## config.mk

```make
export PLATFORM = sky130hd
export DESIGN_NAME = sync_fifo
export DESIGN_NICKNAME = d
export VERILOG_FILES = /design/src/rtl/sync_fifo.sv
export SDC_FILE = /design/constraint.sdc
export NUM_CORES = 1
export LEC_CHECK = 0
export ABC_AREA = 1
export CAP_MARGIN = 0
export CORE_MARGIN = 2
export CORE_UTILIZATION = 59
export CTS_CLUSTER_DIAMETER = 50
export CTS_CLUSTER_SIZE = 30
export DETAILED_ROUTE_END_ITERATION = 6
export PLACE_DENSITY = 0.81
export SETUP_SLACK_MARGIN = 0.3
export SYNTH_ARGS = -nofsm -noshare
export SYNTH_HDL_FRONTEND = slang
export SYNTH_SLANG_ARGS = --single-unit
```

## constraint.sdc

```tcl
create_clock -name clk -period 3.18 [get_ports clk]
set_input_delay 0.795 -clock clk [delete_from_list [all_inputs] [get_ports clk]]
set_output_delay 0.795 -clock clk [all_outputs]
set_load 0.01 [all_outputs]
```

## src/rtl/sync_fifo.sv

```systemverilog
// sync_fifo: single-clock FIFO with registered read data and registered
// per-cycle status pulses.
//
// Parameters:
//   FIFO_WIDTH  data word width in bits
//   FIFO_DEPTH  number of storage entries (>= 2, any value)
//
// Ports:
//   clk          clock, all state updates on the rising edge
//   rst_n        asynchronous active-low reset
//   data_in      write data
//   wr_en        write request
//   rd_en        read request
//   data_out     registered read data, valid one clock after an accepted read
//   wr_ack       registered: previous-cycle write accepted
//   overflow     registered: previous-cycle write rejected because full
//   underflow    registered: previous-cycle read rejected because empty
//   full         count == FIFO_DEPTH
//   empty        count == 0
//   almostfull   count == FIFO_DEPTH-1
//   almostempty  count == 1
module sync_fifo #(
    parameter int unsigned FIFO_WIDTH = 16,
    parameter int unsigned FIFO_DEPTH = 8
) (
    input  logic                  clk,
    input  logic                  rst_n,
    input  logic [FIFO_WIDTH-1:0] data_in,
    input  logic                  wr_en,
    input  logic                  rd_en,
    output logic [FIFO_WIDTH-1:0] data_out,
    output logic                  wr_ack,
    output logic                  overflow,
    output logic                  underflow,
    output logic                  full,
    output logic                  empty,
    output logic                  almostfull,
    output logic                  almostempty
);

    localparam int unsigned PtrW = $clog2(FIFO_DEPTH);
    localparam int unsigned CntW = PtrW + 1;

    localparam logic [PtrW-1:0] PtrMax  = PtrW'(FIFO_DEPTH - 1);
    localparam logic [PtrW-1:0] PtrOne  = PtrW'(1);
    localparam logic [CntW-1:0] CntOne  = CntW'(1);
    localparam logic [CntW-1:0] CntFull = CntW'(FIFO_DEPTH);
    localparam logic [CntW-1:0] CntAF   = CntW'(FIFO_DEPTH - 1);

    logic [FIFO_WIDTH-1:0] mem [FIFO_DEPTH];

    logic [PtrW-1:0]       wr_ptr_q, wr_ptr_d;
    logic [PtrW-1:0]       rd_ptr_q, rd_ptr_d;
    logic [CntW-1:0]       count_q, count_d;
    logic [FIFO_WIDTH-1:0] data_out_q, data_out_d;
    logic                  wr_ack_q, overflow_q, underflow_q;

    logic wr_acc, rd_acc;

    // Flags decode the registered count directly, so they track the post-edge
    // occupancy within the same cycle.
    always_comb begin
        full        = (count_q == CntFull);
        empty       = (count_q == '0);
        almostfull  = (count_q == CntAF);
        almostempty = (count_q == CntOne);
    end

    always_comb begin
        wr_acc = wr_en && !full;
        rd_acc = rd_en && !empty;

        // Explicit wrap compare: depth need not be a power of two.
        wr_ptr_d = wr_ptr_q;
        if (wr_acc) begin
            wr_ptr_d = (wr_ptr_q == PtrMax) ? '0 : wr_ptr_q + PtrOne;
        end

        rd_ptr_d = rd_ptr_q;
        if (rd_acc) begin
            rd_ptr_d = (rd_ptr_q == PtrMax) ? '0 : rd_ptr_q + PtrOne;
        end

        count_d = count_q;
        unique case ({wr_acc, rd_acc})
            2'b10:   count_d = count_q + CntOne;
            2'b01:   count_d = count_q - CntOne;
            default: count_d = count_q;
        endcase

        // No bypass: a word written on this edge is read from mem no earlier
        // than the next edge.
        data_out_d = rd_acc ? mem[rd_ptr_q] : data_out_q;
    end

    always_ff @(posedge clk or negedge rst_n) begin
        if (!rst_n) begin
            wr_ptr_q    <= '0;
            rd_ptr_q    <= '0;
            count_q     <= '0;
            data_out_q  <= '0;
            wr_ack_q    <= 1'b0;
            overflow_q  <= 1'b0;
            underflow_q <= 1'b0;
        end else begin
            wr_ptr_q    <= wr_ptr_d;
            rd_ptr_q    <= rd_ptr_d;
            count_q     <= count_d;
            data_out_q  <= data_out_d;
            wr_ack_q    <= wr_acc;
            overflow_q  <= wr_en && full;
            underflow_q <= rd_en && empty;
        end
    end

    // Storage is not reset; stale entries are unreachable because reads are
    // gated by count.
    always_ff @(posedge clk) begin
        if (wr_acc) begin
            mem[wr_ptr_q] <= data_in;
        end
    end

    assign data_out  = data_out_q;
    assign wr_ack    = wr_ack_q;
    assign overflow  = overflow_q;
    assign underflow = underflow_q;

endmodule

```

======== Word level (Yosys, flattened, before mapping) ========
Memory sizes are Yosys's and may differ from the RTL's. A register that Yosys moved wholly into a read port is not among the register bits.
Index checks and enable logic that the tools add are counted.
cells by class
  mux-type cells .......................... 5
  add/sub/neg operators ................... 4
  reduce and logical (&&, ||, !) cells .... 9
  equal/unequal tests ..................... 7
operators by type and width
  operator                                             number
  case mux 4 bit (2 select lines)                      1
  adder 3 x 1 -> 3 bit, second input constant          2
  equality test 3 bit, second input constant           2
  two-way mux 3 bit                                    2
  adder 4 x 1 -> 4 bit, second input constant          1
  equality test 4 x 1 -> 1 bit, second input constant  1
  equality test 4 x 3 -> 1 bit, second input constant  1
  equality test 4 bit, second input constant           1
  logical AND 1 bit                                    4
  zero test 4 bit                                      1
  subtractor 4 x 1 -> 4 bit, second input constant     1
  zero test 1 bit                                      3
  equality test 2 x 1 -> 1 bit, second input constant  1
  equality test 2 bit, second input constant           1
  two-way mux 1 bit                                    2
  nonzero test 2 bit                                   1
word-level totals
  input port bits ......................... 20
  logic and storage cells ................. 32
  memory bits (writable) .................. 128
  memories kept ........................... 1
  flip-flop bits (word level) ............. 13
  output and inout port bits .............. 23
memories
  name  depth  bits a word  read ports  clocked after Yosys merged registers in  write ports  line  text
  mem   8      16           1           1                                        1            50    logic [FIFO_WIDTH-1:0] mem [FIFO_DEPTH];

======== Depth between registers and ports, before layout ========
Gate-level depths: netlist (run 1).
  depth in word-level cells ............... 5
  depth in mapped cells ................... 13
  depth with buffers taken out ............ 13

======== Least setup slack after synthesis (run 1) ========
OpenSTA, ideal clock, no wires.
  path kind ............................... input to register
  start ................................... in wr_en
  end ..................................... mem mem[1][0] (enable)
  data required time ...................... 2.791 ns
  setup slack ............................. 0.882 ns
  path buffers ............................ 0
  setup time .............................. 0.389 ns
  arrival time ............................ 1.910 ns
  stages .................................. 6
  path through ............................ inv_1 -> nor2_8 -> inv_4 -> nor2_4 -> inv_2 -> nor2_1
on the way
  cells in the longest elaborated chain, start to end .. 3
ends and longest elaborated chain
  element                                  line  text
  from (decl)                              29    input logic wr_en,
  logical AND 1 bit                        70    wr_acc = wr_en && !full;
  named net wr_acc                         58    logic wr_acc, rd_acc;
  two-way mux 1 bit                        119   if (wr_acc) begin
  two-way mux 1 bit (implied by the code)  120   mem[wr_ptr_q] <= data_in;
  to (decl)                                50
The timed path passes the listed nets, and every way through them passes these cells.

======== Worst setup path after layout (run 1) ========
  start ................................... reg count_q[0]
  end ..................................... out full
on the way
  cells in the longest elaborated chain, start to end .. 1
ends and longest elaborated chain
  element                 line  text
  from (decl)             54    logic [CntW-1:0] count_q, count_d;
  from (signal assigned)  108   count_q <= count_d;
  equality test 4 bit     63    full = (count_q == CntFull);
  to (decl)               35    output logic full,
No other way between the ends.

==> out/qor.log, run 1 <==
qor: clock_tree.number_of_buffers_on_the_longest_clock_path 2
qor: finish.design.final.nets 726
qor: place.place_congestion 0.8149
qor: detailed_routing.initialDrtViolationCount 433
qor: clock_tree.htree_levels 4
qor: finish.layout-drive-gt1-share 8.298%
qor: global_route.antenna_found_initial 0
qor: place.port_buffers 42
qor: timing.rsz_0062_raised_after_global_routing false
qor: timing.hold_violations 0
qor: timing.period_needed 2771 ps
qor: min_path.min_path_cells 2
qor: synth.netlist_instances 648
qor: timing.slew_viol_final 0
qor: critical_path.worstSetupStartpoint count_q[0]
qor: synth.synth-seq-area-share 67.55%
qor: critical_path.worst_setup_path_start_kind flip-flop
qor: critical_path.crit-reg2reg-launch count_q[0]
qor: floorplanning.floorplan.rows 39
qor: place.post-dp-hpwl 8333 um
qor: critical_path.critPathSlowestCell clkdlybuf4s50_1
qor: critical_path.r2r.worst_path.cells 10
qor: detailed_routing.routed_wire_length_per_instance 16.81 um
qor: timing.setup_viol 0
qor: finish.n_antenna_cell 0
qor: clock_tree.clk_pin_slew_worst_paths 60 ps
qor: critical_path.critPathMaxFanout 5
qor: global_route.maximum_number_of_pins_on_one_net_before_global_route_repair 66
qor: detailed_routing.viasPerCell 5.400
qor: timing.fmax 360.8 MHz
qor: synth.synth_enable_flop_cells 128
qor: detailed_routing.drt_pass1_iterations 5
qor: detailed_routing.remaining_drc_errors 0
qor: pwr.ir_drop 643.2 uV
qor: global_route.first_global_vias 4729
qor: floorplanning.core 0.01132 sq mm
qor: timing.final.period_utilization 87.15%
qor: clock_tree.tritoncts_num_sinks 157
qor: timing.measured_slew_at_the_worst_slew_check_pin 929.5 ps
qor: detailed_routing.totalWireLength 14350 um
qor: clock_tree.postCtsSetupRepairBufs 0
qor: synth.postSynth.asyncResetShare 18.47%
qor: run_status.run_status finished, final reports clean
qor: clock_tree.ctsRootBufferMaster clkbuf_16
qor: detailed_routing.via_count 4612
qor: global_route.grt_overflow 0
qor: critical_path.worstSetupEndpointType output port
qor: pwr.p_leak 3.506 nW
qor: timing.skew 4.480 ps
qor: synth.netlist_area 0.006764 sq mm
qor: timing.maxSlewHeadroom 37.94%
qor: detailed_routing.remaining_number_of_nets_flagged_by_the_antenna_check_after_routing 0
qor: global_route.global_route.usage.total 24.66%
qor: min_path.path_category_of_the_worst_min_delay_check flip-flop to flip-flop
qor: floorplanning.start_util 59.75%
qor: floorplanning.die-width 111.1 um
qor: synth.synth_nets 676
qor: clock_tree.cts_inserted_buffers 17
qor: synth.synth.avg_cell_area 10.44 sq um
qor: critical_path.worst-endpoint-required 2380 ps
qor: timing.setup_total_negative_slack 0 ps
qor: synth.synth_top_flop_cell edfxtp_1
qor: pwr.power_density 911.0 mW/mm^2
qor: synth.ys_ff_latch 157
qor: floorplanning.num_io_pins 43
qor: critical_path.cpPeakStageDelay 550 ps
qor: min_path.hold_start data_out[10]
qor: clock_tree.clk_latency 420 ps
qor: clock_tree.cts_tree built
qor: critical_path.crit_path_cell_trace inv_1 > ha_2 > nand3_2 > inv_2 > clkdlybuf4s50_1
qor: synth.yosys_warnings 0
qor: global_route.grt_pass1_wl 23260 um
qor: timing.final.setup.worst_slack 408.8 ps
qor: critical_path.worstSetupPathType flip-flop to output port
qor: flow_run.drv_cap 0
qor: floorplanning.dieArea 0.01234 sq mm
qor: floorplanning.floorplan.die.height 111.1 um
qor: place.dp_slack 676.0 ps
qor: critical_path.worst-endpoint-arrival 1980 ps
qor: synth.synth_cell_type_count 26
qor: finish.layout-area-overhead-vs-synth 17.07%
==> state kept, by name, indices dropped and copies added, names as in the netlist <==
signal / count
underflow: 1
wr_ptr_q: 3
mem: 128
rd_ptr_q: 3
wr_ack: 1
count_q: 4
data_out: 16
overflow: 1
==> cell type report <==
class / instances / area [sq um]
Clock buffer: 18 / 429.2
Clock inverter: 14 / 175.2
Tap cell: 143 / 178.9
Sequential cell: 157 / 4571
Fill cell: 785 / 3402
Inverter: 119 / 451.7
Multi-Input combinational cell: 345 / 1573
Timing Repair Buffer: 58 / 540.5
==> per-layer routing <==
| layer | up-vias | part of all wire [%] | wire length [um] | track usage, % |
|---|---|---|---|---|
| met2 | 200 | 50 | 7215 | 41.47 |
| met1 | 2202 | 39 | 5629 | 30.71 |
| met4 | 0 | 3.3 | 468 | 12.59 |
| li1 | 2169 | - | - | - |
| met5 | - | 0 | 0 | 0 |
| met3 | 41 | 7.2 | 1039 | 4.757 |
==> kinds of logic after synthesis <==
family,Yosys count,synth area share [%]
flops,157,67.55
buf+inv,146,9.230
simple gates,323,20.51
xor+xnor,3,0.3885
compound gates,11,0.8323
fa+ha+maj,8,1.480
==> Yosys cell counts (3+ instances only) <==
library cell | count | share of area, %
ha_1 | 8 | 1.5
o21ai_0 | 5 | 0.37
inv_1 | 112 | 6.2
dfrtp_1 | 29 | 11
nor2_1 | 11 | 0.61
nand2_1 | 205 | 11
o21ai_1 | 3 | 0.22
inv_2 | 4 | 0.22
nand3_1 | 100 | 7.4
buf_6 | 3 | 0.50
clkbuf_1 | 3 | 0.17
buf_2 | 12 | 0.89
buf_4 | 9 | 1.0
edfxtp_1 | 128 | 57
==> per-stage QoR <==
step	cell area [sq um]	hold WS, ps	std cells	power (W)	utilization [%]
after floorplan	6764	496.6	648	0.004388	-
after global placement	7312	469.1	822	0.005015	64.59
after detailed placement	7312	470.8	822	0.005132	64.59
after CTS	7916	485.7	854	0.007219	69.93
after global routing	7919	491.5	854	0.007621	69.95
final	7919	484.6	854	0.007214	69.95
==> worst paths after layout <==
check / end / slack [ps]
worst max register to register: count_q[2] / 1130
worst min register to register: data_out[10] / 480
max in group asynchronous: rd_ptr_q[0] / 2080
worst min-delay path: data_out[10] / 480
worst max-delay path: full / 410
min in group asynchronous: count_q[3] / 780
==> worst max-delay path, delay by kind of cell (launching register included) <==
family                     cells  cell delay, ps
buffers and inverters          3             780
DFF                            1             440
adders and majority gates      1             210
and+or+nand+nor                1             110
==> what timing repair did <==
item                       CTS  global route
hold buffers                 0             0
gates resized for setup      0             1
setup endpoints to repair    0             1
==> cells in the final DEF, fill, tap and decap left out, drive strengths merged <==
master,Yosys,layout
a21oi,2,2
buf,24,16
bufinv,0,4
clkbuf,3,18
clkdlybuf4s50,0,42
clkinv,1,10
clkinvlp,0,1
dfrtp,29,29
edfxtp,128,128
ha,8,8
inv,118,118
nand2,206,206
nand3,102,102
nand4,1,1
nor2,13,13
nor3b,1,1
o21ai,8,8
o22ai,1,1
xnor2,2,2
xor2,1,1
==> report_power, final <==
| group | switching (W) | leakage (nW) | internal, W |
|---|---|---|---|
| logic | 0.00150 | 1.69 | 0.000823 |
| clock network | 0.000770 | 0.300 | 0.00130 |
| registers | 0.000178 | 1.51 | 0.00264 |
| total | 0.00245 | 3.51 | 0.00477 |
Power figures use the tool's default switching activity.
==> run 2, diff against run 1 <==
- CORE_ASPECT_RATIO: default -> 0.7
- REMOVE_ABC_BUFFERS: default -> 1
==> run 2 against run 1 <==
Effect of this change: wire length increased by 4.6%; clock power shrank 5%; sequential share of layout area about the same; sequential cell count unchanged; fmax fell by 0.97%; core utilization grew 1.5 points; worst setup slack lost 27 ps; count of clock-buffer cells in the layout down 1; via count rose by 1.5%; clock skew up 2.9 ps; critical path depth did not move.
==> out/qor.log, run 2 (synthesis gave the netlist of run 1 again) <==
qor: run_status.run_status finished, final reports clean [unchanged]
qor: finish.layout.cells.most_common_list 205 x nand2_1, 128 x edfxtp_1, 112 x inv_1 [unchanged]
qor: global_route.groute.layer.met1.usage 34.23% [was 30.71%]
qor: finish.fill_cells 756 [was 785]
qor: critical_path.critPathSlowestCell clkdlybuf4s50_1 [unchanged]
qor: detailed_routing.remaining_number_of_nets_flagged_by_the_antenna_check_after_routing 0 [unchanged]
qor: critical_path.path_buf_inv 3 [unchanged]
qor: finish.n_antenna_cell 0 [unchanged]
qor: critical_path.timing.critical_path.max_delay_family buffers and inverters [unchanged]
qor: global_route.met3_use_gr 6.667% [was 4.757%]
qor: critical_path.cpPeakStageDelay 550 ps [about the same]
qor: critical_path.worst-endpoint-required 2380 ps [about the same]
qor: global_route.antenna_found_initial 0 [unchanged]
qor: critical_path.worst-endpoint-arrival 2000 ps [was 1980 ps]
qor: finish.layout-area-overhead-vs-synth 17.09% [was 17.07%]
qor: global_route.global_route.usage.total 26.38% [was 24.66%]
qor: timing.rsz_0062_raised_after_global_routing true [was false]
qor: min_path.path_category_of_the_worst_min_delay_check flip-flop to flip-flop [unchanged]
qor: detailed_routing.routed_wire_length_per_instance 17.33 um [was 16.81 um]
qor: critical_path.critPathMaxFanout 5 [unchanged]
qor: finish.regMostFlops mem [unchanged]
qor: clock_tree.clk_latency 430 ps [was 420 ps]
qor: finish.layout_commonest_cell nand2_1 [unchanged]
qor: global_route.globalRoute.busiestLayer met2 [unchanged]
qor: clock_tree.number_of_buffers_on_the_longest_clock_path 2 [unchanged]
qor: finish.design.final.nets 728 [was 726]
qor: clock_tree.htree_levels 4 [unchanged]
qor: floorplanning.dieArea 0.01235 sq mm [was 0.01234 sq mm]
qor: finish.sequential_cell_area 0.004571 sq mm [unchanged]
qor: clock_tree.ctsRootBufferMaster clkbuf_16 [unchanged]
qor: critical_path.worstSetupEndpointType output port [unchanged]
qor: detailed_routing.totalWireLength 15010 um [was 14350 um]
qor: global_route.first_global_vias 4651 [was 4729]
qor: detailed_routing.viasPerCell 5.406 [was 5.400]
qor: timing.hold_violations 0 [unchanged]
qor: detailed_routing.remaining_drc_errors 0 [unchanged]
qor: timing.setup_total_negative_slack 0 ps [unchanged]
qor: timing.final.period_utilization 88.00% [was 87.15%]
qor: pwr.power_density 901.5 mW/mm^2 [was 911.0 mW/mm^2]
qor: floorplanning.num_io_pins 43 [unchanged]
qor: timing.fmax 357.4 MHz [was 360.8 MHz]
qor: place.post-dp-hpwl 8897 um [was 8333 um]
qor: floorplanning.start_util 60.99% [was 59.75%]
qor: floorplanning.core 0.01109 sq mm [was 0.01132 sq mm]
qor: timing.period_needed 2798 ps [was 2771 ps]
qor: critical_path.worst_setup_path_start_kind flip-flop [unchanged]
qor: finish.multiInputGateArea 0.001578 sq mm [was 0.001573 sq mm]
qor: finish.layout-drive-gt1-share 8.836% [was 8.298%]
qor: finish.max_reg_flops 128 [unchanged]
qor: detailed_routing.initialDrtViolationCount 460 [was 433]
qor: timing.measured_slew_at_the_worst_slew_check_pin 1189 ps [was 929.5 ps]
qor: timing.fin_hold_ws 480.0 ps [was 484.6 ps]
qor: critical_path.crit_path_cell_trace inv_1 > ha_2 > nand3_2 > inv_2 > clkdlybuf4s50_1 [unchanged]
qor: timing.slew_viol_final 0 [unchanged]
qor: global_route.global_route.usage.met2 42.19% [was 41.47%]
qor: global_route.grt_overflow 0 [unchanged]
qor: clock_tree.cts_inserted_buffers 17 [unchanged]
qor: clock_tree.tritoncts_num_sinks 157 [unchanged]
qor: pwr.ir_drop 664.7 uV [was 643.2 uV]
qor: global_route.grt_pass1_wl 24010 um [was 23260 um]
qor: clock_tree.cts_tree built [unchanged]
qor: floorplanning.floorplan.die.height 93.59 um [was 111.1 um]
qor: clock_tree.clk_pin_slew_worst_paths 60 ps [about the same]
qor: detailed_routing.drt_pass1_iterations 5 [unchanged]
qor: critical_path.worstSetupPathType flip-flop to output port [unchanged]
qor: timing.maxSlewHeadroom 20.66% [was 37.94%]
qor: place.place_congestion 0.8108 [was 0.8149]
qor: pwr.p_leak 3.488 nW [was 3.506 nW]
qor: global_route.maximum_number_of_pins_on_one_net_before_global_route_repair 67 [was 66]
qor: place.port_buffers 42 [unchanged]
qor: detailed_routing.via_count 4682 [was 4612]
qor: floorplanning.floorplan.rows 32 [was 39]
qor: floorplanning.die-width 132.0 um [was 111.1 um]
qor: clock_tree.postCtsSetupRepairBufs 0 [unchanged]
qor: timing.skew 7.355 ps [was 4.480 ps]
qor: timing.setup_viol 0 [unchanged]
qor: flow_run.drv_cap 0 [unchanged]
==> run 2: changes by cell type in the layout (fill, tap and decap cells not counted) <==
cell	before	now
nor3b_2	0	1
buf_4	16	18
clkinv_2	7	4
clkinvlp_4	1	5
nor3b_1	1	0
inv_6	0	2
bufinv_16	4	2
clkbuf_1	1	0
==> run 2: final timing paths <==
check                                 start            to  slack (ps)  depth (start not counted)
worst max-delay path             count_q[0]          full         380                          5
worst min-delay path            data_out[5]   data_out[5]         480                          2
worst max register to register  rd_ptr_q[1]  data_out[11]         970                          6
worst min register to register  data_out[5]   data_out[5]         480                          2
max in group asynchronous             rst_n   rd_ptr_q[0]        2090                          2
min in group asynchronous             rst_n   data_out[0]         760                          2
==> run 2: per-stage QoR <==
| step | utilization, % | total power (W) | instance area [sq um] | setup slack, ps | instances |
|---|---|---|---|---|---|
| after floorplan | - | 0.004225 | 6591 | 671.4 | 621 |
| after global placement | 66.18 | 0.005035 | 7340 | 689.6 | 834 |
| after detailed placement | 66.18 | 0.005143 | 7340 | 641.6 | 834 |
| after CTS | 71.34 | 0.007145 | 7913 | 320.8 | 866 |
| after global routing | 71.41 | 0.007529 | 7920 | 292.4 | 866 |
| final | 71.41 | 0.007140 | 7920 | 381.7 | 866 |
==> run 2: repair_timing <==
item	in CTS	in global routing
hold buffers	0	0
gates resized for setup	0	2
endpoints found under the setup margin	0	2
==> run 2: routing by layer <==
metal  wire length [um]  up-vias  share of wire [%]
li1                   -     2177                  -
met1               6156     2241                 41
met2               7180      218                 48
met3               1206       46                8.0
met4                466        0                3.1
met5                  0        -                  0
==> run 2: power by group <==
| group | internal [W] | switching [W] | total, W |
|---|---|---|---|
| logic | 0.000826 | 0.00152 | 0.00235 |
| registers | 0.00264 | 0.000180 | 0.00282 |
| clock network | 0.00115 | 0.000818 | 0.00197 |
==> run 2: tightest hold or removal path, cell delays in order, from the launching register on <==
cell and delay [ps]:
dfrtp_1 340, nand2_1 50, nand2_1 50
==> run 2: area by class of cell <==
class	count	area share, %
flip-flops and latches	157	57.71
multi-input cells	345	19.92
repair buffers	60	7.014
inverters	119	5.703
clock buffers	17	5.371
well taps	153	2.417
clock inverters	15	1.864
==> run 3, diff against run 2 <==
- CORE_ASPECT_RATIO: 0.7 -> 1.75
==> run 3 against run 2 <==
Effect of this change: fmax up 1.1%; first-iteration DRC count fell by 1.1%; final area about the same; wire length is 6.1% lower; sequential cell count did not move; non-clock buffer count is 1 lower; critical path depth unchanged.
==> out/qor.log, run 3 (synthesis gave the netlist of run 1 again) <==
qor: detailed_routing.drt_pass1_iterations 5 [unchanged]
qor: critical_path.crit-reg2reg-launch count_q[0] [was rd_ptr_q[1]]
qor: detailed_routing.wl_met3 803 um [was 1206 um]
qor: global_route.grt_overflow 0 [unchanged]
qor: detailed_routing.viasPerCell 5.374 [was 5.406]
qor: timing.setup_viol 0 [unchanged]
qor: clock_tree.cts_inserted_buffers 17 [unchanged]
qor: detailed_routing.via_count 4536 [was 4682]
qor: clock_tree.htree_levels 4 [unchanged]
qor: timing.skew 5.774 ps [was 7.355 ps]
qor: detailed_routing.initialDrtViolationCount 455 [was 460]
qor: timing.fin_hold_ws 476.5 ps [was 480.0 ps]
qor: detailed_routing.m1WireLength 5152 um [was 6156 um]
qor: timing.final.period_utilization 87.02% [was 88.00%]
qor: detailed_routing.met2_length 7748 um [was 7180 um]
qor: floorplanning.start_util 60.57% [was 60.99%]
qor: place.port_buffers 42 [unchanged]
qor: timing.rsz_0062_raised_after_global_routing false [was true]
qor: global_route.global_route.usage.total 23.85% [was 26.38%]
qor: clock_tree.cts_tree built [unchanged]
qor: finish.finished_core_util 70.91% [was 71.41%]
qor: finish.layout-drive-gt1-share 7.725% [was 8.836%]
qor: floorplanning.floorplan.rows 51 [was 32]
qor: clock_tree.ctsRootBufferMaster clkbuf_16 [unchanged]
qor: flow_run.drv_cap 0 [unchanged]
qor: clock_tree.number_of_buffers_on_the_longest_clock_path 2 [unchanged]
qor: detailed_routing.remaining_number_of_nets_flagged_by_the_antenna_check_after_routing 0 [unchanged]
qor: critical_path.worst-endpoint-arrival 1970 ps [was 2000 ps]
qor: detailed_routing.topRoutingLayerUsed met4 [unchanged]
qor: min_path.min_path_cells 2 [unchanged]
qor: critical_path.worst-endpoint-required 2380 ps [about the same]
qor: clock_tree.hold_buffers 0 [unchanged]
qor: place.post-dp-hpwl 8267 um [was 8897 um]
qor: place.place_congestion 0.8051 [was 0.8108]
qor: finish.n_antenna_cell 0 [unchanged]
qor: clock_tree.clk_pin_slew_worst_paths 60 ps [about the same]
qor: clock_tree.clk_latency 420 ps [was 430 ps]
qor: timing.setup_total_negative_slack 0 ps [unchanged]
qor: place.post-place-cells 812 [was 834]
qor: critical_path.worst-r2r-setup-slack 960 ps [was 970 ps]
qor: clock_tree.tritoncts_num_sinks 157 [unchanged]
qor: critical_path.critPathMaxFanout 5 [unchanged]
qor: clock_tree.cts_repair_resize_count 0 [unchanged]
qor: floorplanning.num_io_pins 43 [unchanged]
qor: floorplanning.die-width 84.94 um [was 132.0 um]
qor: min_path.path_category_of_the_worst_min_delay_check flip-flop to flip-flop [unchanged]
qor: pwr.ir_drop 1173 uV [was 664.7 uV]
qor: detailed_routing.totalWireLength 14090 um [was 15010 um]
qor: critical_path.worst_setup_path_start_kind flip-flop [unchanged]
qor: floorplanning.core 0.01117 sq mm [was 0.01109 sq mm]
qor: detailed_routing.remaining_drc_errors 0 [unchanged]
qor: global_route.grt_pass1_wl 22490 um [was 24010 um]
qor: critical_path.r2r-end count_q[2] [was data_out[11]]
qor: finish.layoutNonFillerInstCount 844 [was 866]
qor: run_status.run_status finished, final reports clean [unchanged]
qor: finish.max_reg_flops 128 [unchanged]
qor: finish.regMostFlops mem [unchanged]
qor: floorplanning.dieArea 0.01237 sq mm [was 0.01235 sq mm]
qor: timing.hold_violations 0 [unchanged]
qor: finish.layout_commonest_cell nand2_1 [unchanged]
qor: critical_path.worstSetupEndpointType output port [unchanged]
qor: critical_path.critPathSlowestCell clkdlybuf4s50_1 [unchanged]
qor: critical_path.cpPeakStageDelay 550 ps [about the same]
qor: global_route.antenna_found_initial 0 [unchanged]
qor: timing.maxSlewHeadroom 20.79% [was 20.66%]
qor: timing.period_needed 2767 ps [was 2798 ps]
qor: timing.fmax 361.4 MHz [was 357.4 MHz]
qor: timing.measured_slew_at_the_worst_slew_check_pin 1187 ps [was 1189 ps]
qor: global_route.first_global_vias 4606 [was 4651]
qor: timing.slew_viol_final 0 [unchanged]
qor: pwr.power_density 910.1 mW/mm^2 [was 901.5 mW/mm^2]
qor: detailed_routing.routed_wire_length_per_instance 16.69 um [was 17.33 um]
qor: critical_path.r2r.worst_path.cells 10 [was 6]
qor: critical_path.crit_path_cell_trace inv_1 > ha_1 > nand3_2 > inv_2 > clkdlybuf4s50_1 [was inv_1 > ha_2 > nand3_2 > inv_2 > clkdlybuf4s50_1]
qor: critical_path.worstSetupStartpoint count_q[0] [unchanged]
qor: floorplanning.floorplan.die.height 145.6 um [was 93.59 um]
qor: global_route.maximum_number_of_pins_on_one_net_before_global_route_repair 67 [unchanged]
qor: clock_tree.postCtsSetupRepairBufs 0 [unchanged]
qor: critical_path.worstSetupPathType flip-flop to output port [unchanged]
qor: pwr.p_leak 3.510 nW [was 3.488 nW]
qor: finish.design.final.nets 727 [was 728]
qor: finish.layout-area-overhead-vs-synth 17.07% [was 17.09%]
qor: finish.layout.cells.most_common_list 205 x nand2_1, 128 x edfxtp_1, 112 x inv_1 [unchanged]
qor: critical_path.critPathCapture full [unchanged]
==> run 3: critical path: cells and delay by family (launching register included) <==
kind / cells / cell delay [ps]
buffers and inverters: 3 / 770
flip-flops: 1 / 440
adder cells (fa/ha/maj): 1 / 240
AND/OR/NAND/NOR: 1 / 110
==> run 3: metal layers <==
| metal | vias up | GRT usage, % |
|---|---|---|
| met2 | 185 | 41.29 |
| met3 | 36 | 5.218 |
| li1 | 2168 | - |
| met4 | 0 | 11.27 |
| met5 | - | 0 |
| met1 | 2147 | 27.75 |
==> run 3: worst min-delay path by stage <==
stage / start / to / slack (ps)
global placement: data_out[9] / data_out[9] / 460
floorplan: rst_n / count_q[0] / 500
CTS: data_out[8] / data_out[8] / 480
global route: data_out[13] / data_out[13] / 500
detailed placement: data_out[8] / data_out[8] / 460
finish: data_out[6] / data_out[6] / 480
==> run 3: cell type report <==
| class | count | area, sq um |
|---|---|---|
| Multi-Input combinational cell | 345 | 1570 |
| Fill cell | 692 | 3248 |
| Timing Repair Buffer | 59 | 548.0 |
| Clock inverter | 8 | 141.4 |
| Tap cell | 132 | 165.2 |
| Inverter | 119 | 451.7 |
| Sequential cell | 157 | 4571 |
| Clock buffer | 24 | 471.7 |
==> run 3: stage by stage <==
step / instance area, sq um / total power [W] / worst slack [ps]
after floorplan: 6591 / 0.004225 / 671.4
after global placement: 7306 / 0.005006 / 737.2
after detailed placement: 7306 / 0.005118 / 644.2
after CTS: 7919 / 0.007221 / 387.8
after global routing: 7919 / 0.007571 / 326.4
final: 7919 / 0.007207 / 412.8
==> run 3: where the power goes <==
part | leakage [nW] | switching [W] | internal [W]
combinational | 1.70 | 0.00149 | 0.000815
clock | 0.296 | 0.000733 | 0.00135
sequential | 1.51 | 0.000174 | 0.00264
total | 3.51 | 0.00240 | 0.00481
